### config.mk
export PLATFORM = sky130hd
export DESIGN_NAME = audio_pwm_mixer
export DESIGN_NICKNAME = d
export VERILOG_FILES = /design/src/rtl/audio_pwm_mixer.sv
export SDC_FILE = /design/constraint.sdc
export NUM_CORES = 1
export LEC_CHECK = 0
export CAP_MARGIN = 20
export CORE_MARGIN = 5
export CORE_UTILIZATION = 50
export CTS_CLUSTER_SIZE = 14
export DETAILED_ROUTE_END_ITERATION = 7
export GPL_ROUTABILITY_DRIVEN = 1
export PLACE_DENSITY = 0.81
export SLEW_MARGIN = 40
export SYNTH_ARGS = -nofsm -noshare
export SYNTH_HDL_FRONTEND = slang
export SYNTH_SLANG_ARGS = --single-unit
### constraint.sdc
create_clock -name clk_100mhz -period 2.6 [get_ports clk_100mhz]
set_input_delay 0.26 -clock clk_100mhz [delete_from_list [all_inputs] [get_ports clk_100mhz]]
set_output_delay 0.26 -clock clk_100mhz [all_outputs]
set_load 0.05 [all_outputs]
### src/rtl/audio_pwm_mixer.sv
// audio_pwm_mixer: multi-channel sample mixer feeding a glitch-free PWM DAC.
// Each channel has a one-deep holding register filled over valid/ready and
// drained on every sample tick. Drained samples are attenuated, muted, summed
// with saturation, and the mix sets the PWM duty at the next period boundary.
//
// Build option: define AUDIO_PWM_HOLD_EN to replay the last consumed sample of
// a channel that underruns. Without it, an underrunning channel plays silence
// (midscale) and the last-sample registers are not built.
module audio_pwm_mixer #(
  parameter int SAMPLE_W   = 8,
  parameter int CHANNELS   = 2,
  parameter int SAMPLE_DIV = 4096
) (
  input  logic                         clk_100mhz,
  input  logic                         rst_n_in,
  input  logic                         enable_in,
  input  logic [CHANNELS*SAMPLE_W-1:0] sample_in,
  input  logic [CHANNELS-1:0]          valid_in,
  output logic [CHANNELS-1:0]          ready_out,
  input  logic [CHANNELS*3-1:0]        atten_in,
  input  logic [CHANNELS-1:0]          mute_in,
  input  logic                         clear_in,
  output logic [CHANNELS-1:0]          underrun_out,
  output logic                         sample_tick_out,
  output logic                         pwm_out
);

  localparam int DIV_W = (SAMPLE_DIV > 1) ? $clog2(SAMPLE_DIV) : 1;
  localparam int SUM_W = SAMPLE_W + $clog2(CHANNELS);

  localparam logic [SAMPLE_W-1:0]     MID      = {1'b1, {(SAMPLE_W-1){1'b0}}};
  localparam logic [DIV_W-1:0]        DIV_LAST = DIV_W'(SAMPLE_DIV - 1);
  localparam logic signed [SUM_W-1:0] SAT_MAX  = SUM_W'((2 ** (SAMPLE_W - 1)) - 1);
  localparam logic signed [SUM_W-1:0] SAT_MIN  = SUM_W'(-(2 ** (SAMPLE_W - 1)));

  // Sample-rate timer and per-channel holding registers
  logic [DIV_W-1:0]                   tick_cnt_q, tick_cnt_d;
  logic                               tick;
  logic [CHANNELS-1:0]                full_q, full_d;
  logic [CHANNELS-1:0][SAMPLE_W-1:0]  hold_q, hold_d;
  logic [CHANNELS-1:0]                underrun_q, underrun_d;
  logic [CHANNELS-1:0][SAMPLE_W-1:0]  sub_smp;
  logic [CHANNELS-1:0][SAMPLE_W-1:0]  sel_smp;

  // Mix pipeline
  logic [CHANNELS-1:0][SAMPLE_W-1:0]  s1_q, s1_d;
  logic                               s1_vld_q, s1_vld_d;
  logic signed [SUM_W-1:0]            mix_sum;
  logic signed [SUM_W-1:0]            mix_sat;
  logic [SAMPLE_W-1:0]                mix_duty;
  logic [SAMPLE_W-1:0]                duty_pending_q, duty_pending_d;

  // PWM generator
  logic [SAMPLE_W-1:0]                pwm_cnt_q, pwm_cnt_d;
  logic [SAMPLE_W-1:0]                duty_active_q, duty_active_d;
  logic                               pwm_wrap;
  logic                               pwm_q, pwm_d;

  // Tick is decoded straight from the counter so stage 1 can load on the
  // same edge that ends the tick cycle.
  assign tick            = enable_in && (tick_cnt_q == DIV_LAST);
  assign sample_tick_out = tick;
  assign ready_out       = ~full_q;
  assign underrun_out    = underrun_q;
  assign pwm_out         = pwm_q;

`ifdef AUDIO_PWM_HOLD_EN
  logic [CHANNELS-1:0][SAMPLE_W-1:0]  last_q, last_d;

  // Remember each channel's most recently consumed sample for underrun replay
  always_comb begin
    last_d = last_q;
    for (int c = 0; c < CHANNELS; c++) begin
      if (tick && full_q[c]) last_d[c] = hold_q[c];
    end
  end

  // Last-sample registers, reset to midscale so an early underrun is silent
  always_ff @(posedge clk_100mhz or negedge rst_n_in) begin
    if (!rst_n_in) last_q <= {CHANNELS{MID}};
    else           last_q <= last_d;
  end

  assign sub_smp = last_q;
`else
  assign sub_smp = {CHANNELS{MID}};
`endif

  // Sample selection: the held value if one is waiting, else the substitute
  always_comb begin
    sel_smp = sub_smp;
    for (int c = 0; c < CHANNELS; c++) begin
      if (full_q[c]) sel_smp[c] = hold_q[c];
    end
  end

  // Tick timer, handshake, and sticky underrun flags
  always_comb begin
    tick_cnt_d = tick_cnt_q;
    if (enable_in) begin
      if (tick_cnt_q == DIV_LAST) tick_cnt_d = '0;
      else                        tick_cnt_d = tick_cnt_q + 1'b1;
    end

    full_d     = full_q;
    hold_d     = hold_q;
    underrun_d = clear_in ? '0 : underrun_q;
    for (int c = 0; c < CHANNELS; c++) begin
      // Consumption and a new transfer never coincide: a transfer needs the
      // register empty, and only a full register is consumed.
      if (tick && full_q[c])  full_d[c] = 1'b0;
      if (tick && !full_q[c]) underrun_d[c] = 1'b1;
      if (valid_in[c] && !full_q[c]) begin
        full_d[c] = 1'b1;
        hold_d[c] = sample_in[c*SAMPLE_W +: SAMPLE_W];
      end
    end
  end

  // Stage 1: recentre to signed, attenuate by arithmetic shift, apply mute
  always_comb begin
    s1_d     = s1_q;
    s1_vld_d = enable_in ? tick : s1_vld_q;
    if (tick) begin
      for (int c = 0; c < CHANNELS; c++) begin
        if (mute_in[c]) s1_d[c] = '0;
        else            s1_d[c] = $signed(sel_smp[c] ^ MID) >>> atten_in[c*3 +: 3];
      end
    end
  end

  // Stage 2: signed sum, saturate to the sample range, add midscale back
  always_comb begin
    mix_sum = '0;
    for (int c = 0; c < CHANNELS; c++) begin
      mix_sum = mix_sum + SUM_W'($signed(s1_q[c]));
    end
    if (mix_sum > SAT_MAX)      mix_sat = SAT_MAX;
    else if (mix_sum < SAT_MIN) mix_sat = SAT_MIN;
    else                        mix_sat = mix_sum;
    // Adding midscale to a value in range is the same as flipping its MSB
    mix_duty       = mix_sat[SAMPLE_W-1:0] ^ MID;
    duty_pending_d = (enable_in && s1_vld_q) ? mix_duty : duty_pending_q;
  end

  // PWM counter; duty only changes at the wrap so no period is ever truncated
  always_comb begin
    pwm_wrap      = enable_in && (pwm_cnt_q == {SAMPLE_W{1'b1}});
    pwm_cnt_d     = enable_in ? pwm_cnt_q + 1'b1 : pwm_cnt_q;
    duty_active_d = pwm_wrap ? duty_pending_q : duty_active_q;
    pwm_d         = enable_in && (pwm_cnt_q < duty_active_q);
  end

  // State registers for timer, handshake, pipeline and PWM
  always_ff @(posedge clk_100mhz or negedge rst_n_in) begin
    if (!rst_n_in) begin
      tick_cnt_q     <= '0;
      full_q         <= '0;
      hold_q         <= '0;
      underrun_q     <= '0;
      s1_q           <= '0;
      s1_vld_q       <= 1'b0;
      duty_pending_q <= MID;
      pwm_cnt_q      <= '0;
      duty_active_q  <= MID;
      pwm_q          <= 1'b0;
    end else begin
      tick_cnt_q     <= tick_cnt_d;
      full_q         <= full_d;
      hold_q         <= hold_d;
      underrun_q     <= underrun_d;
      s1_q           <= s1_d;
      s1_vld_q       <= s1_vld_d;
      duty_pending_q <= duty_pending_d;
      pwm_cnt_q      <= pwm_cnt_d;
      duty_active_q  <= duty_active_d;
      pwm_q          <= pwm_d;
    end
  end

endmodule
==> impl_metrics.toml, run 1 <==
[detailed_routing]
drt_iter0_drc = 131
ant_nets = 0
post-route-drc-count = 0
via_count = 2973
drt_pass1_iterations = 4
wirelength_um = 7862
wl_per_cell_um = 15.12
viasPerCell = 5.717

[sta]
rsz0062_at_grt = "no"
setup_viol = 0
holdWs_ps = 448.3
tns_ps = 0
finalHoldViolations = 0
tightest_slew_ps = 688.0
slew_headroom = 0.5404
slew_violations = 0
fin_crit_ps = 2465
min_period_over_period = 0.9480
fin_worst_skew_ps = 13.05
fmax_mhz = 405.7
worst_slack_ps = 135.3

[setup_path]
crit_path_end = "sample_tick_out"
critPathRequiredTime_ps = 2340
rr_worst_depth = 8
r2r_slack_ps = 230
critPathMaxFanout = 14
r2r-start = "s1_q[0]"
end_kind = "output port"
r2r-end = "duty_pending_q[0]"
cp-startpoint = "tick_cnt_q[0]"
worst_setup_path_start_kind = "flip-flop"
arrival_ps = 2200
crit_type = "flip-flop to output port"

[power_and_ir_drop]
pwr-share-clk = 0.308
p_switching_mw = 0.9448
p_int_mw = 2.309
p_leak_nw = 2.120
seqPwrFrac = 0.484
switching_share = 0.2904
total_power_mw = 3.254
power_frac_comb = 0.209
p_per_area_mw_per_mm2 = 698.9
max-vdd-ir-drop_mv = 0.5953

[grt]
grt_pass1_vias = 3044
grt.total_usage = 0.1689
grt-ovfl-total = 0
antenna_found_initial = 0
grt_pass1_wl_um = 13510
grt_start_max_net_pins = 75

[floorplan]
initial_core_util = 0.5125
die-area_mm2 = 0.009800
pin_count = 36
die_h_um = 99.00
std_cell_rows = 32
core_area_mm2 = 0.007727
die_x_um = 99.00

[cts]
cts_num_sinks = 74
ctsLongestPathBuffers = 2
path_clk_slew_ps = 80
tritoncts = "yes"
cts_buffers = 9
cts_root_buf = "clkbuf_8"
htree_levels = 3
clk_latency_ps = 350

[synth]
synth_fp_nets = 424
synth_edf_count = 0
yosysTopAreaCellShare = 0.4550
synth_cell_types = 50
syn_area_per_cell_um2 = 10.53
synthArstFlopShare = 1.000
ys_seq_elements = 74
syn_area_mm2 = 0.003960
synthCells = 376
synth_ff_type = "dfrtp_1"
ys_warn_count = 0
seq_area_frac_synth = 0.4682
yosysTopAreaCell = "dfrtp_1"
synth_area_leaders = "dfrtp_1 (45%), mux2_2 (6.5%), ha_1 (5.4%), o21ai_0 (3.4%), nand2_1 (3.2%)"

[place]
dpl-instance-area_mm2 = 0.004413
port_buffers = 35
dp_cells = 502
post-place-ws_ps = 294.3
hpwl_um = 5598
gp_congestion = 0.8671

[layout]
finish.instance_area_mm2 = 0.004656
stdcell_count = 520
area_growth_pct = 17.57
fin_nets = 461
layout_commonest_cell = "dfrtp_1"
utilization = 0.6025
diodes = 0
drive_gt1_frac = 0.1411
final_cell_mix = "dfrtp_1 (72), nand2_1 (34), clkdlybuf4s50_1 (33)"

[outcome]
status = "finished, final reports clean"

[run]
drv_cap = 0

[min_path]
hold_class = "primary input to async pin"
-- synth_stat cells (7+ instances only) --
library cell	count
dfrtp_1	72
xor2_1	9
nand3_1	14
mux2_2	23
a22o_1	14
mux2i_1	7
o31ai_1	10
xnor2_1	9
clkbuf_1	9
a21oi_1	19
nor2_1	19
ha_1	17
nand2_1	34
inv_1	19
o21ai_0	27
-- how the worst min path moves through the flow --
| stage | cells after the start | startpoint | slack, ps | end |
|---|---|---|---|---|
| floorplan | 0 | rst_n_in | -40 | duty_active_q[0] |
| global placement | 2 | rst_n_in | 320 | pwm_cnt_q[5] |
| detailed placement | 2 | rst_n_in | 330 | pwm_cnt_q[5] |
| CTS | 3 | sample_in[14] | 450 | hold_q[14] |
| global route | 3 | sample_in[14] | 470 | hold_q[14] |
| finish | 3 | rst_n_in | 450 | pwm_cnt_q[5] |
-- logic make-up (layout without fill, tap and decap cells) --
| family | after synthesis | in the layout | synth area share |
|---|---|---|---|
| adder cells (fa/ha/maj) | 18 | 18 | 0.05877 |
| multiplexers | 34 | 34 | 0.1058 |
| XOR/XNOR | 19 | 19 | 0.04392 |
| flip-flops | 74 | 74 | 0.4682 |
| AND/OR/NAND/NOR | 96 | 97 | 0.1166 |
| buffers and inverters | 36 | 77 | 0.03918 |
| AO/OA/AOI/OAI | 99 | 99 | 0.1675 |
-- registers in the layout, summed over array words and instances (netlist names) --
register        count
full_q              2
s1_q               16
tick_cnt_q         12
s1_vld_q            1
duty_active_q       8
hold_q             16
pwm_cnt_q           8
underrun_out        2
duty_pending_q      8
pwm_out             1
-- final cells by class --
cell class                 count  area, um^2
timing repair buffer          41       415.4
inverter                      20       75.07
multi-input combinational    267        1961
clock inverter                 4       77.57
clock buffer                  12       145.1
fill                         627        3072
tap                          102       127.6
sequential                    74        1854
-- repair_timing --
| action | in CTS | in global routing |
|---|---|---|
| setup buffers | 0 | 0 |
| endpoints found under the hold margin | 72 | 0 |
| gates resized for setup | 0 | 0 |
| hold buffers | 1 | 0 |
| endpoints found under the setup margin | 0 | 1 |
-- per-layer routing --
| layer | part of all wire | up-vias | GRT usage |
|---|---|---|---|
| met4 | 0.029 | 0 | 0.08929 |
| li1 | - | 1432 | - |
| met3 | 0.042 | 20 | 0.03185 |
| met5 | 0 | - | 0 |
| met1 | 0.43 | 1437 | 0.2061 |
| met2 | 0.49 | 84 | 0.2831 |
-- power by group through the flow --
stage | clock, mW | sequential, mW | combinational, mW
finish | 1.00 | 1.57 | 0.679
global route | 1.07 | 1.61 | 0.770
CTS | 1.03 | 1.57 | 0.689
detailed placement | 0 | 1.60 | 0.683
global placement | 0 | 1.58 | 0.654
floorplan | 0 | 1.54 | 0.511
-- worst max-delay path, stage by stage (launching register included) --
cell and delay (ps):
dfrtp_1 410, ha_1 250, nand3_1 110, nor2_2 140, and3_1 370, nand3_4 220
inv_2 190, buf_12 150
Power figures use the tool's default switching activity.
==> run 2, diff against run 1 <==
--- a/config.mk
+++ b/config.mk
@@ -12,5 +12,5 @@
 export DETAILED_ROUTE_END_ITERATION = 7
 export GPL_ROUTABILITY_DRIVEN = 1
-export PLACE_DENSITY = 0.81
+export PLACE_DENSITY = 0.84
 export SLEW_MARGIN = 40
 export SYNTH_ARGS = -nofsm -noshare
==> constraint.sdc (replaced) <==
create_clock -name clk_100mhz -period 2.2 [get_ports clk_100mhz]
set_input_delay 0.22 -clock clk_100mhz [delete_from_list [all_inputs] [get_ports clk_100mhz]]
set_output_delay 0.22 -clock clk_100mhz [all_outputs]
set_load 0.02 [all_outputs]
==> impl_metrics.toml, run 2 (same netlist as run 1, synthesis figures left out) <==
[outcome]
status = "finished, final reports clean"

[floorplan]
initial_core_util = 0.5125
die_x_um = 99.00
core_area_mm2 = 0.007727
pin_count = 36
die_h_um = 99.00
std_cell_rows = 32
die-area_mm2 = 0.009800

[sta]
tns_ps = 0
slew_violations = 0
fmax_mhz = 466.9
worst_slack_ps = 58.25
fin_crit_ps = 2142
setup_viol = 0
slew_headroom = 0.6186
holdWs_ps = 385.4
min_period_over_period = 0.9735
finalHoldViolations = 0
tightest_slew_ps = 572.1
fin_worst_skew_ps = 12.47

[cts]
path_clk_slew_ps = 90
cts_buffers = 9
cts_root_buf = "clkbuf_8"
htree_levels = 3
clk_latency_ps = 350
tritoncts = "yes"
ctsLongestPathBuffers = 2
cts_num_sinks = 74

[min_path]
hold_class = "primary input to async pin"

[setup_path]
end_kind = "flip-flop"
path_buf_inv = 0
crit_type = "flip-flop to flip-flop"
r2r-start = "s1_q[0]"
rr_worst_depth = 8
cp.depth = 8
worst_setup_path_start_kind = "flip-flop"
r2r-end = "duty_pending_q[4]"
crit_family = "compound AO/OA/AOI/OAI gates"
critPathRequiredTime_ps = 2420
r2r_slack_ps = 60
critical-path-max-stage-delay_ps = 400
critPathMaxFanout = 5
arrival_ps = 2360
crit_chain = "ha_2 > fa_2 > a21oi_2 > o211a_1 > nor2_2 > o31a_1 > a21oi_1 > o31ai_1"
cpMaxStageDelayCell = "dfrtp_1"

[run]
drv_cap = 0

[power_and_ir_drop]
p_switching_mw = 1.166
switching_share = 0.2978
total_power_mw = 3.916
max-vdd-ir-drop_mv = 0.4939
p_int_mw = 2.750
p_leak_nw = 2.171
power_frac_comb = 0.208
pwr-share-clk = 0.316
p_per_area_mw_per_mm2 = 811.5
seqPwrFrac = 0.476

[layout]
reg.largest.list = "hold_q: 16 flops, s1_q: 16 flops, tick_cnt_q: 12 flops"
drive_gt1_frac = 0.1977
fin_nets = 473
final_cell_mix = "dfrtp_1 (72), clkdlybuf4s50_1 (33), nand2_1 (32)"
diodes = 0
utilization = 0.6245
stdcell_count = 532
area_growth_pct = 21.86
finish.instance_area_mm2 = 0.004826
layout_commonest_cell = "dfrtp_1"

[detailed_routing]
post-route-drc-count = 0
wirelength_um = 8270
ant_nets = 0
drt_pass1_iterations = 4
drt_iter0_drc = 194
via_count = 3062
viasPerCell = 5.756
wl_per_cell_um = 15.55

[place]
gp_congestion = 0.9028
hpwl_um = 5916
dpl-instance-area_mm2 = 0.004486
port_buffers = 35
dp_cells = 513
post-place-ws_ps = -92.56

[grt]
antenna_found_initial = 0
grt_pass1_vias = 3192
grt_start_max_net_pins = 28
grt.total_usage = 0.1767
grt-ovfl-total = 0
grt_pass1_wl_um = 14140
-- run 2: changes by cell type in the layout (fill, tap and decap cells not counted), sizes merged --
cell	before	now
buf	7	18
nand3	16	15
inv	20	22
o31a	1	2
clkbuf	12	11
-- run 2: how the worst max path moves through the flow --
stage,startpoint,endpoint
6_report,s1_q[0],duty_pending_q[4]
4_1_cts,s1_q[0],duty_pending_q[0]
2_1_floorplan,s1_q[0],duty_pending_q[0]
3_5_place_dp,s1_q[0],duty_pending_q[0]
3_3_place_gp,s1_q[0],duty_pending_q[3]
5_1_grt,s1_q[0],duty_pending_q[5]
-- run 2: per-layer routing --
metal  GRT usage  vias up  share of wire
li1            -     1461              -
met4     0.06408        0          0.023
met1      0.2082     1502           0.42
met5           0        -              0
met3     0.04671       21          0.042
met2      0.3089       78           0.51
-- run 2: worst register-to-register path: stages (launching register included) --
cell     delay [ps]
dfrtp_1         400
ha_2            200
fa_2            360
a21oi_2         180
o211a_1         190
nor2_2           50
o31a_1          370
a21oi_1         170
o31ai_1         100
-- run 2: timing repair --
| action | 4_1_cts | 5_1_grt |
|---|---|---|
| setup buffers | 0 | 1 |
| pin swaps | 4 | 5 |
| resized for setup | 4 | 15 |
| hold buffers | 1 | 0 |
| gates cloned | 1 | 0 |
| endpoints found under the setup margin | 8 | 7 |
| hold endpoints to repair | 22 | 0 |
-- run 2: area by class of cell --
type / instances / area, um^2
clock buffer: 10 / 137.6
clock inverter: 6 / 97.59
fill: 607 / 2902
inverter: 20 / 75.07
multi-input combinational: 267 / 2043
sequential: 74 / 1854
tap: 102 / 127.6
timing repair buffer: 53 / 490.5
-- run 2: power groups by stage --
| stage | Sequential, mW | Combinational [mW] | Clock, mW |
|---|---|---|---|
| after floorplan | 1.81 | 0.596 | 0 |
| after global placement | 1.86 | 0.767 | 0 |
| after detailed placement | 1.88 | 0.811 | 0 |
| after CTS | 1.86 | 0.821 | 1.26 |
| after global routing | 1.90 | 0.906 | 1.34 |
| final | 1.86 | 0.813 | 1.24 |
==> run 3, diff against run 2 <==
PLACE_DENSITY = 0.81   (was 0.84)
clock period = 2.3 ns   (was 2.2 ns; I/O delays follow)
==> impl_metrics.toml, run 3 (same netlist as run 1, synthesis figures left out) <==
[grt]
grt_pass1_wl_um = 13210
grt.total_usage = 0.1645
grt_pass1_vias = 2936
antenna_found_initial = 0
grt-ovfl-total = 0
grt_start_max_net_pins = 75

[place]
dp_cells = 508
dpl-instance-area_mm2 = 0.004448
gp_congestion = 0.9036
hpwl_um = 5514
port_buffers = 35

[power_and_ir_drop]
p_leak_nw = 2.147
max-vdd-ir-drop_mv = 0.4533
p_per_area_mw_per_mm2 = 743.2
p_int_mw = 2.460
pwr-share-clk = 0.277
p_switching_mw = 1.049
switching_share = 0.2990
power_frac_comb = 0.214
seqPwrFrac = 0.509

[layout]
fin_nets = 470
utilization = 0.6111
final_cell_mix = "dfrtp_1 (72), nand2_1 (33), clkdlybuf4s50_1 (33)"
layout_commonest_cell = "dfrtp_1"
diodes = 0
area_growth_pct = 19.24
drive_gt1_frac = 0.1714
finish.instance_area_mm2 = 0.004722
nFillCells = 639
reg.largest.list = "hold_q: 16 flops, s1_q: 16 flops, tick_cnt_q: 12 flops"
stdcell_count = 528

[sta]
fin_crit_ps = 2209
min_period_over_period = 0.9604
tightest_slew_ps = 449.8
finalHoldViolations = 0
holdWs_ps = 420.4
slew_headroom = 0.6994
slew_violations = 0
setup_viol = 0
fin_worst_skew_ps = 13.72
fmax_mhz = 452.7

[floorplan]
die-area_mm2 = 0.009800
initial_core_util = 0.5125
die_h_um = 99.00
std_cell_rows = 32
pin_count = 36
die_x_um = 99.00
core_area_mm2 = 0.007727

[detailed_routing]
dr_wl_met3_um = 244
ant_nets = 0
drt_iter0_drc = 158
drt_pass1_iterations = 4
wl_met1_um = 3483
wirelength_um = 7676
post-route-drc-count = 0
route.met2.wl_um = 3769
via_count = 2958
viasPerCell = 5.602
wl_per_cell_um = 14.54
top_layer_used = "met4"

[setup_path]
cp-startpoint = "s1_q[10]"
critPathRequiredTime_ps = 2540
cpMaxStageDelayCell = "dfrtp_1"
critical-path-max-stage-delay_ps = 400
crit_chain = "ha_1 > a21oi_2 > nand2_1 > a221oi_4 > xnor2_4 > a21oi_1 > o31ai_1"
critPathMaxFanout = 8
r2r-start = "s1_q[10]"
arrival_ps = 2450
crit_family = "compound AO/OA/AOI/OAI gates"
crit_type = "flip-flop to flip-flop"
path_buf_inv = 0
end_kind = "flip-flop"
worst_setup_path_start_kind = "flip-flop"

[min_path]
hold_class = "primary input to async pin"

[cts]
tritoncts = "yes"
cts_root_buf = "clkbuf_8"
cts_buffers = 9
clk_latency_ps = 350
htree_levels = 3
path_clk_slew_ps = 80
ctsLongestPathBuffers = 2
cts_num_sinks = 74

[outcome]
status = "finished, final reports clean"

[run]
drv_cap = 0
-- run 3: changes by cell type in the layout (fill, tap and decap cells not counted), sizes merged --
cell / before / now
clkinvlp: 0 / 1
buf: 18 / 15
clkinv: 2 / 3
inv: 22 / 20
dlygate4sd2: 0 / 1
bufinv: 2 / 1
clkbuf: 11 / 10
-- run 3: timing repair --
action | 4_1_cts | 5_1_grt
hold buffers | 1 | 0
resized for setup | 1 | 10
pin swaps | 1 | 6
setup endpoints to repair | 2 | 7
cloned | 0 | 1
setup buffers | 0 | 3
hold endpoints to repair | 72 | 0
-- run 3: cell type report --
type / instances / area [um^2] / share of cell area
repair buffers: 50 / 471.7 / 0.09989
multi-input cells: 267 / 2009 / 0.4255
inverters: 20 / 75.07 / 0.01590
flip-flops and latches: 74 / 1854 / 0.3927
clock buffers: 10 / 127.6 / 0.02703
well taps: 102 / 127.6 / 0.02703
clock inverters: 5 / 56.30 / 0.01192
-- run 3: worst reg2reg max path: cells and delay by family, from the launching register on --
| kind | cells | cell delay, ps |
|---|---|---|
| fa+ha+maj | 1 | 360 |
| simple gates | 1 | 150 |
| xor+xnor | 1 | 220 |
| flops | 1 | 400 |
| compound gates | 4 | 960 |
-- run 3: power by group through the flow --
| stage | registers, mW | logic (mW) | clock network [mW] |
|---|---|---|---|
| 2_1_floorplan | 1.73 | 0.570 | 0 |
| 3_3_place_gp | 1.79 | 0.723 | 0 |
| 3_5_place_dp | 1.81 | 0.756 | 0 |
| 4_1_cts | 1.78 | 0.761 | 0.998 |
| 5_1_grt | 1.82 | 0.851 | 1.07 |
| 6_report | 1.79 | 0.751 | 0.974 |
-- run 3: worst paths after layout --
| kind | end | slack, ps | depth (start not counted) |
|---|---|---|---|
| setup / recovery | duty_pending_q[4] | 90 | 7 |
| hold / removal | pwm_cnt_q[4] | 420 | 3 |
| setup reg to reg | duty_pending_q[4] | 90 | 7 |
| hold reg to reg | tick_cnt_q[10] | 470 | 1 |
| max in group asynchronous | duty_active_q[7] | 1530 | 3 |
| min in group clk_100mhz | hold_q[14] | 430 | 3 |
-- run 3: per-layer routing --
metal | vias to the layer above | GRT usage
li1 | 1447 | -
met1 | 1445 | 0.2081
met2 | 52 | 0.2712
met3 | 14 | 0.04034
met4 | 0 | 0.06513
met5 | - | 0
-- run 3: metrics by stage --
stage	setup WS, ps	setup TNS [ps]	total power, mW
6_report	90.98	0	3.510
5_1_grt	-33.41	-84.61	3.736
4_1_cts	19.68	0	3.543
3_5_place_dp	8.735	0	2.565
3_3_place_gp	87.99	0	2.514
2_1_floorplan	174.9	0	2.299
